===== config.mk =====
export PLATFORM = sky130hd
export DESIGN_NAME = sram_controller
export DESIGN_NICKNAME = d
export VERILOG_FILES = /design/src/rtl/sram_controller.sv
export SDC_FILE = /design/constraint.sdc
export NUM_CORES = 1
export LEC_CHECK = 0
export BUFFER_PORTS_ARGS = -buffer_cell sky130_fd_sc_hd__buf_4
export CAP_MARGIN = 10
export CORE_MARGIN = 2
export CORE_UTILIZATION = 49
export CTS_CLUSTER_SIZE = 14
export DETAILED_ROUTE_END_ITERATION = 8
export GPL_ROUTABILITY_DRIVEN = 0
export PLACE_DENSITY = 0.89
export SLEW_MARGIN = 25
export SYNTH_ARGS = -nofsm -noshare
export SYNTH_HDL_FRONTEND = slang
export SYNTH_SLANG_ARGS = --single-unit

===== constraint.sdc =====
create_clock -name clk -period 2.55 [get_ports clk]
set_input_delay 0.3825 -clock clk [delete_from_list [all_inputs] [get_ports clk]]
set_output_delay 0.3825 -clock clk [all_outputs]
set_load 0.02 [all_outputs]

===== src/rtl/sram_controller.sv =====
// Word load/store to two 16-bit accesses on an asynchronous SRAM; ready low freezes the pipeline.
// Optional SRAM_PERF_CNT_EN adds rd_count/wr_count completion counters.
module sram_controller #(
    parameter logic [31:0] BASE_ADDR     = 32'd1024,
    parameter int unsigned SRAM_AW       = 18,
    parameter int unsigned ACCESS_CYCLES = 2
) (
    input  logic               clk,
    input  logic               rst,
    input  logic               read_en,
    input  logic               write_en,
    input  logic [31:0]        address,
    input  logic [31:0]        wdata,
    output logic [31:0]        rdata,
    output logic               ready,
    output logic [SRAM_AW-1:0] sram_addr,
    output logic [15:0]        sram_dq_out,
    output logic               sram_dq_oe,
    input  logic [15:0]        sram_dq_in,
    output logic               sram_we_n,
    output logic               sram_oe_n,
    output logic               sram_ce_n,
    output logic               sram_ub_n,
    output logic               sram_lb_n
`ifdef SRAM_PERF_CNT_EN
    ,
    output logic [31:0]        rd_count,
    output logic [31:0]        wr_count
`endif
);

    localparam logic [3:0] CntLoad = 4'(ACCESS_CYCLES - 1);

    typedef enum logic [1:0] {StIdle, StLow, StHigh, StDone} state_e;

    state_e             state_q, state_d;
    logic [3:0]         cnt_q, cnt_d;
    logic               op_wr_q, op_wr_d;
    logic [SRAM_AW-2:0] word_q, word_d;
    logic [31:0]        wdata_q, wdata_d;
    logic [31:0]        rdata_q, rdata_d;
    logic [31:0]        off;
    logic               unused_off;
    logic               req;
    logic               phase_hi;

    assign off        = address - BASE_ADDR;
    assign unused_off = ^{off[31:SRAM_AW+1], off[1:0]};
    assign req        = read_en | write_en;
    assign phase_hi   = (state_q == StHigh);

    always_comb begin
        state_d     = state_q;
        cnt_d       = cnt_q;
        op_wr_d     = op_wr_q;
        word_d      = word_q;
        wdata_d     = wdata_q;
        rdata_d     = rdata_q;
        ready       = 1'b1;
        sram_addr   = '0;
        sram_dq_out = 16'h0000;
        sram_dq_oe  = 1'b0;
        sram_we_n   = 1'b1;
        sram_oe_n   = 1'b1;
        case (state_q)
            StIdle: begin
                if (req) begin
                    ready   = 1'b0;
                    // read wins when both requests are present
                    op_wr_d = ~read_en;
                    word_d  = off[SRAM_AW:2];
                    wdata_d = wdata;
                    cnt_d   = CntLoad;
                    state_d = StLow;
                end
            end
            StLow, StHigh: begin
                ready     = 1'b0;
                sram_addr = {word_q, phase_hi};
                if (op_wr_q) begin
                    sram_dq_out = phase_hi ? wdata_q[31:16] : wdata_q[15:0];
                    sram_dq_oe  = 1'b1;
                    sram_we_n   = 1'b0;
                end else begin
                    sram_oe_n = 1'b0;
                    if (cnt_q == 4'd0) begin
                        if (phase_hi) rdata_d[31:16] = sram_dq_in;
                        else          rdata_d[15:0]  = sram_dq_in;
                    end
                end
                if (cnt_q == 4'd0) begin
                    cnt_d   = CntLoad;
                    state_d = phase_hi ? StDone : StHigh;
                end else begin
                    cnt_d = cnt_q - 4'd1;
                end
            end
            StDone: state_d = StIdle;
            default: state_d = StIdle;
        endcase
    end

    always_ff @(posedge clk) begin
        if (rst) begin
            state_q <= StIdle;
            cnt_q   <= 4'd0;
            op_wr_q <= 1'b0;
            word_q  <= '0;
            wdata_q <= 32'h0;
            rdata_q <= 32'h0;
        end else begin
            state_q <= state_d;
            cnt_q   <= cnt_d;
            op_wr_q <= op_wr_d;
            word_q  <= word_d;
            wdata_q <= wdata_d;
            rdata_q <= rdata_d;
        end
    end

    assign rdata     = rdata_q;
    assign sram_ce_n = 1'b0;
    assign sram_ub_n = 1'b0;
    assign sram_lb_n = 1'b0;

`ifdef SRAM_PERF_CNT_EN
    logic [31:0] rd_count_q, rd_count_d;
    logic [31:0] wr_count_q, wr_count_d;

    always_comb begin
        rd_count_d = rd_count_q;
        wr_count_d = wr_count_q;
        if (state_q == StDone) begin
            if (op_wr_q) wr_count_d = wr_count_q + 32'd1;
            else         rd_count_d = rd_count_q + 32'd1;
        end
    end

    always_ff @(posedge clk) begin
        if (rst) begin
            rd_count_q <= 32'h0;
            wr_count_q <= 32'h0;
        end else begin
            rd_count_q <= rd_count_d;
            wr_count_q <= wr_count_d;
        end
    end

    assign rd_count = rd_count_q;
    assign wr_count = wr_count_q;
`else
    // counters absent in the default build
`endif

endmodule


# ---- Word-level counts from Yosys, hierarchy flattened
# Index checks and enable logic that the tools add are counted.
# Widths: inputs -> output; s select.
dict set report totals {
  regBits 88
  latchBits 0
  ram_bits 0
  romBits 0
  output_inout_bits 73
  n_memories 0
}
dict set report op_classes {
  addsub 2
  multipliers 0
  div_mod_pow 0
  magnitude_cmp 0
  n_eq_ne 5
  shift 0
  mux 18
  n_bitwise 4
  reduce_logical 9
}
# cell count
set op_table {}
lappend op_table {{$mux 16} 3}
lappend op_table {{$sub 19x11->19 const B} 1}
lappend op_table {{$mux 18} 1}
lappend op_table {{$mux 4} 2}
lappend op_table {{$pmux 4 s2} 1}
lappend op_table {{$reduce_and 4->1} 2}
lappend op_table {{$mux 1} 7}
lappend op_table {{$pmux 2 s3} 1}
lappend op_table {{$reduce_and 2->1} 3}
lappend op_table {{$eq 2x2->1 const B} 2}
lappend op_table {{$logic_not 4->1} 1}
lappend op_table {{$mux 2} 2}
lappend op_table {{$ne 2x2->1 const B} 2}
lappend op_table {{$sub 4x1->4 const B} 1}
lappend op_table {{$not 1->1} 3}
lappend op_table {{$eq 2x1->1 const B} 1}
lappend op_table {{$logic_not 2->1} 1}
lappend op_table {{$pmux 1 s2} 1}
lappend op_table {{$reduce_bool 2->1} 1}
lappend op_table {{$reduce_or 2->1} 1}
lappend op_table {{$or 1x1->1} 1}

# ---- Longest topological paths before layout
# Gate-level depths: netlist of run 1.
dict set report depth {
  ltp_word 4
  depth_mapped 8
}

# ---- Least setup slack after synthesis of run 1
# Ideal clock, no wire load.
dict set report synth_path {
  path_kind {reg2out}
  start {register state_q[1]}
  end {output sram_dq_out[10]}
  arrival_time_ns 1.651
  setup_slack_ns 0.517
  path_stages_with_launch 7
  path_buffers 2
  path_cell_list {dfxtp_1 > inv_1 > ha_1 > buf_2 > nand2_1 > clkbuf_1 > nor2_1}
}
dict set report synth_via {
  elab_chain_len 4
  word_cells_on_any_way 6
  classes_between {2 x eq/ne; 3 x mux; 1 x reduce/logical}
}
# element line
set synth_lines {}
lappend synth_lines {{start, declared} 36} ;# state_e state_q, state_d;
lappend synth_lines {{start signal, assigned} 105} ;# state_q <= StIdle;
lappend synth_lines {{start signal, assigned} 112} ;# state_q <= state_d;
lappend synth_lines {{$eq 2x2->1} {50, 65}}
lappend synth_lines {{$mux 16} 81} ;# sram_dq_out = phase_hi ? wdata_q[31:16] : wdata_q[15:0];
lappend synth_lines {{$mux 16} 80} ;# if (op_wr_q) begin
lappend synth_lines {{$mux 16 (*)} 65} ;# case (state_q)
lappend synth_lines {{end, declared} 17} ;# output logic [15:0] sram_dq_out,
# Every way passes the cells marked *; elsewhere a longest branch is shown, timed or not.

# ---- Worst setup path after layout of run 1
dict set report layout_path {
  start {register state_q[0]}
  end {output ready}
}
dict set report layout_via {
  elab_chain_len 3
  word_cells_on_any_way 5
  classes_between {2 x eq/ne; 1 x mux; 2 x reduce/logical}
}
# element line
set layout_lines {}
lappend layout_lines {{$eq 2x2->1 or $eq 2x1->1 (tied branches)} 65}
lappend layout_lines {{$reduce_or 2->1} 65}
lappend layout_lines {{$pmux 1 s2 (*)} 65}
lappend layout_lines {{end, declared} 15} ;# output logic ready,
# Marked as above.

==> results of run 1 <==
==> final cells by class <==
type | count | area [sq um]
fillers | 624 | 2530
multi-input cells | 329 | 2010
clock inverters | 6 | 68.8
inverters | 9 | 33.8
flip-flops and latches | 88 | 1760
well taps | 102 | 128
repair buffers | 147 | 1100
clock buffers | 10 | 138
==> power by group <==
part	switching [mW]	leakage, nW	internal [mW]
registers	0.180	0.721	1.71
logic	1.43	1.51	0.996
clock network	0.491	0.102	0.483
==> state kept, by name, summed over array words and instances (netlist names) <==
name     flops
cnt_q        4
op_wr_q      1
rdata       32
state_q      2
wdata_q     32
word_q      17
==> synth_stat cells (2+ instances only) <==
library cell	n	area [sq um]
dfxtp_1	88	1760
nand2_1	81	304
mux2i_1	49	490
nand2b_1	49	307
a21oi_1	46	230
nor2_1	28	105
clkbuf_1	19	71.3
and2_1	17	106
buf_2	11	55.1
a211oi_1	10	75.1
inv_1	9	33.8
ha_1	6	75.1
nor4_1	5	31.3
o21ai_0	4	20.0
buf_4	3	22.5
nand4_1	3	18.8
nor3b_1	3	22.5
a311oi_1	2	17.5
and4_1	2	17.5
o21a_1	2	15.0
o31ai_1	2	15.0
or4_1	2	15.0
xnor2_1	2	17.5
==> critical path, stage by stage, from the launching register on <==
cell and delay, ns:
dfxtp_1 0.30, inv_1 0.11, ha_1 0.34, or3b_2 0.54
o21ai_0 0.16, buf_4 0.20
==> routing by layer <==
layer / vias up / GRT usage, % / routed length (um) / part of all wire, %
met4: 0 / 8.21 / 121 / 1.3
met1: 1673 / 24.7 / 3880 / 41
met3: 13 / 7.46 / 924 / 9.9
li1: 1778 / - / - / -
met5: - / 0 / 0 / 0
met2: 127 / 36.4 / 4450 / 47
==> worst max-delay path by stage <==
stage               depth (start not counted)  startpoint         endpoint
floorplan                                   6  state_q[1]  sram_dq_out[10]
global placement                            5  state_q[0]            ready
detailed placement                          5  state_q[0]            ready
CTS                                         5  state_q[0]            ready
global route                                5  state_q[0]            ready
finish                                      5  state_q[0]            ready
==> per-stage QoR <==
stage	instance area [sq um]	util (%)
4_1_cts	5240	67.5
6_report	5240	67.5
2_1_floorplan	3970	-
5_1_grt	5240	67.5
3_5_place_dp	5030	64.8
3_3_place_gp	5030	64.8
==> cell usage in the layout (no fill, tap or decap), types with 2 or more instances in the layout <==
master,Yosys,routed
dfxtp_1,88,88
xnor2_1,2,2
and4_1,2,2
a211oi_1,10,10
nor4_1,5,5
clkinv_4,0,3
nand2b_1,49,49
o21ai_0,4,4
inv_1,9,9
or4_1,2,2
mux2i_1,49,49
nor2_1,28,28
o31ai_1,2,2
conb_1,1,3
nand2_1,81,81
a311oi_1,2,2
clkbuf_8,0,10
and2_1,17,17
nand4_1,3,3
ha_1,6,6
nor3b_1,3,3
buf_4,3,147
a21oi_1,46,46
==> logic make-up after synthesis <==
logic type	count (synthesis)	share of synthesized area [%]
flops	88	44.5
compound gates	70	10.2
mux	49	12.4
other cells	1	0.0948
fa+ha+maj	6	1.90
buf+inv	44	5.09
simple gates	198	25.1
xor+xnor	3	0.664
==> flow_metrics.py, run 1 <==
metrics = {
    "status": {
        "status": "finished clean",
    },
    "critical_path": {
        "r2r_end": "state_q[0]",
        "arrival_ns": 2.00,
        "worstPathRequired_ns": 2.17,
        "critical_path.max_fanout": 9,
        "ff2ff_setup_slack_ns": 0.61,
        "end_kind": "output port",
        "crit_type": "flip-flop to output port",
        "start_kind": "flip-flop",
        "r2r-start": "state_q[0]",
        "worstRegToRegCells": 5,
    },
    "die": {
        "start_util_pct": 51.0,
        "die_x_um": 93.9,
        "rows": 32,
        "die_y_um": 93.9,
        "dieArea_sq_um": 8810,
        "core-area_sq_um": 7770,
        "num_io_pins": 157,
    },
    "clocking": {
        "htree_levels": 3,
        "root_buffer": "clkbuf_8",
        "cts_tree": "built",
        "numCtsBuffers": 9,
        "postCtsSetupBuffers": 0,
        "clock-sinks": 88,
        "post_cts_resized": 0,
        "hold_buffers": 0,
        "clkLatencyLatePin_ns": 0.36,
        "clockBufferDepth": 2,
        "clkTransAtPathRegs_ns": 0.09,
    },
    "min_path": {
        "hold_depth": 2,
        "min_from": "address[10]",
        "hp-class": "primary input to flip-flop",
        "min_delay_worst_endpoint": "word_q[8]",
    },
    "global_routing": {
        "grt_start_max_net_pins": 90,
        "grt_pass1_vias": 3466,
        "grt_pass1_wl_um": 15200,
        "overflow": 0,
        "antenna_found_initial": 0,
        "grt_use_total_pct": 21.4,
    },
    "cells_and_area": {
        "antenna-diode-count": 0,
        "area_delta_synth_final_pct": 32.4,
        "drive_above_1_share_pct": 28.5,
        "stdcell_count": 691,
        "nets": 674,
    },
    "timing": {
        "tightest_slew_ns": 0.754,
        "finalSetupTns_ns": 0,
        "hold_viol": 0,
        "hold_ws_ns": 0.228,
        "drv_slew": 0,
        "setup_violations": 0,
        "rsz0062_at_grt": "no",
        "fmax_ghz": 0.420,
        "period_share_pct": 93.3,
        "timing.final.ws_setup_ns": 0.170,
        "skew_ns": 0.0113,
        "period_needed_ns": 2.38,
        "relSlewSlack_pct": 49.6,
    },
    "routing": {
        "dr_total_vias": 3591,
        "first_pass_iters": 4,
        "final_antenna_net_count": 0,
        "route.detailed.drc": 0,
        "drt_iter0_drc": 146,
        "vias_per_cell": 5.20,
        "drt-total-wl_um": 9370,
        "post_drt_wl_per_cell_um": 13.6,
    },
    "place": {
        "dp_slack_ns": 0.555,
        "post-dp-hpwl_um": 6760,
        "dp.cells": 675,
        "port_buffers": 138,
    },
    "power": {
        "total_power_mw": 5.29,
        "p_leak_nw": 2.33,
        "peakVddDrop_mv": 0.544,
        "p_per_area_nw_per_um2": 1010,
    },
    "yosys": {
        "synth_cell_type_count": 39,
        "async_flop_share_pct": 0,
        "syn-cell-area_sq_um": 3960,
        "ys_seq_elements": 88,
        "synth-edff-count": 0,
        "ys_warn_count": 0,
        "avgSynthCellArea_sq_um": 8.62,
        "yosysSeqAreaShare_pct": 44.5,
        "synthFlopType": "dfxtp_1",
        "postSynthCellCount": 459,
    },
    "flow_run": {
        "cap_violations": 0,
    },
}
Power figures use the tool's default switching activity.
==> inputs of run 2 (changes only) <==
--- a/config.mk
+++ b/config.mk
@@ -12,6 +12,7 @@
 export CTS_CLUSTER_SIZE = 14
 export DETAILED_ROUTE_END_ITERATION = 8
 export GPL_ROUTABILITY_DRIVEN = 0
+export MAX_ROUTING_LAYER = met4
 export PLACE_DENSITY = 0.89
 export SLEW_MARGIN = 25
 export SYNTH_ARGS = -nofsm -noshare
==> flow_metrics.py, run 2 (synthesis results as in run 1) <==
metrics = {
    "power": {
        "power_frac_clock_pct": 18.5,
        "p_sw_mw": 2.10,
        "p_sw_share_pct": 39.7,
        "comb_power_share_pct": 45.8,
        "peakVddDrop_mv": 0.546,
        "p_int_mw": 3.19,
        "sequentialPowerShare_pct": 35.8,
        "p_leak_nw": 2.33,
        "total_power_mw": 5.29,
        "p_per_area_nw_per_um2": 1010,
    },
    "clocking": {
        "post_cts_resized": 0,
        "clockBufferDepth": 2,
        "clkTransAtPathRegs_ns": 0.09,
        "numCtsBuffers": 9,
        "root_buffer": "clkbuf_8",
        "htree_levels": 3,
        "cts_tree": "built",
        "postCtsSetupBuffers": 0,
        "clkLatencyLatePin_ns": 0.36,
        "hold_buffers": 0,
        "clock-sinks": 88,
    },
    "die": {
        "core-area_sq_um": 7770,
        "dieArea_sq_um": 8810,
        "num_io_pins": 157,
        "die_x_um": 93.9,
        "start_util_pct": 51.0,
        "rows": 32,
        "die_y_um": 93.9,
    },
    "global_routing": {
        "grt_use_total_pct": 22.0,
        "overflow": 0,
        "grt_pass1_vias": 3462,
        "antenna_found_initial": 0,
        "grt_pass1_wl_um": 15200,
        "grt_start_max_net_pins": 90,
    },
    "min_path": {
        "hold_depth": 2,
        "hp-class": "primary input to flip-flop",
    },
    "timing": {
        "fmax_ghz": 0.420,
        "finalSetupTns_ns": 0,
        "setup_violations": 0,
        "relSlewSlack_pct": 49.7,
        "drv_slew": 0,
        "skew_ns": 0.0110,
        "hold_viol": 0,
        "period_needed_ns": 2.38,
        "tightest_slew_ns": 0.752,
        "period_share_pct": 93.4,
        "rsz0062_at_grt": "no",
    },
    "cells_and_area": {
        "fin_util_pct": 67.5,
        "multi_input_area_sq_um": 2010,
        "drive_above_1_share_pct": 28.5,
        "nets": 674,
        "final_common_cell": "buf_4",
        "final_cell_mix": "buf_4, dfxtp_1, nand2_1",
        "fillCellCount": 624,
        "area_delta_synth_final_pct": 32.4,
        "fin_area_sq_um": 5240,
        "antenna-diode-count": 0,
        "seq_area_sq_um": 1760,
    },
    "critical_path": {
        "worstRegToRegCells": 5,
        "max_stage_delay_ns": 0.54,
        "critical_path_buf_inv_count": 2,
        "start_kind": "flip-flop",
        "end_kind": "output port",
        "path_cells": "inv_1, ha_1, or3b_2, o21ai_0, buf_4",
        "cp.depth": 5,
        "critical_path.max_fanout": 9,
        "arrival_ns": 2.00,
        "crit_type": "flip-flop to output port",
        "cp_slowest_cell": "or3b_2",
        "worstPathRequired_ns": 2.17,
        "cp_top_family": "simple AND/OR/NAND/NOR gates",
    },
    "routing": {
        "dr_total_vias": 3597,
        "final_antenna_net_count": 0,
        "drt-total-wl_um": 9360,
        "route.detailed.drc": 0,
        "vias_per_cell": 5.21,
        "drt_iter0_drc": 157,
        "first_pass_iters": 4,
        "post_drt_wl_per_cell_um": 13.5,
    },
    "place": {
        "place_area_sq_um": 5030,
        "port_buffers": 138,
        "post-dp-hpwl_um": 6760,
    },
    "status": {
        "status": "finished clean",
    },
    "flow_run": {
        "cap_violations": 0,
    },
}
## run 2: cell counts in the layout (fill, tap and decap cells not counted)
No cell type changed its count.
## run 2: worst paths after layout
path	from	to	slack (ns)
worst max-delay path	state_q[0]	ready	0.17
worst min-delay path	address[10]	word_q[8]	0.23
worst max register to register	state_q[0]	state_q[0]	0.61
worst min register to register	wdata_q[21]	wdata_q[21]	0.46
## run 2: metrics by stage
stage               cells  hold WS [ns]  setup WS (ns)
global placement      675         0.438          0.586
CTS                   691         0.216          0.168
global route          691         0.221         0.0575
floorplan             461         0.432          0.517
detailed placement    675         0.446          0.555
finish                691         0.225          0.169
## run 2: area by class of cell
class | instances | share of cell area, %
flip-flops and latches | 88 | 33.6
repair buffers | 147 | 21.1
inverters | 9 | 0.645
clock inverters | 6 | 1.31
multi-input cells | 329 | 38.3
well taps | 102 | 2.44
clock buffers | 10 | 2.63
## run 2: worst reg2reg max path, stage by stage, from the launching register on
cell       delay, ns
dfxtp_1         0.30
inv_1           0.11
ha_1            0.34
nor3b_1         0.67
a2111oi_0       0.18
a211oi_1        0.25
## run 2: power groups by stage
stage               clock network, mW  registers [mW]  logic (mW)
finish                          0.975            1.89        2.42
global route                     1.05            1.93        2.66
CTS                             0.996            1.89        2.44
detailed placement                  0            1.92        2.43
global placement                    0            1.90        2.37
floorplan                           0            2.01        1.57
## run 2: per-layer routing
metal	share of wire (%)	track usage, %
met1	42	25.5
met2	48	36.3
met3	8.6	6.26
met4	1.4	8.21
met5	0	-
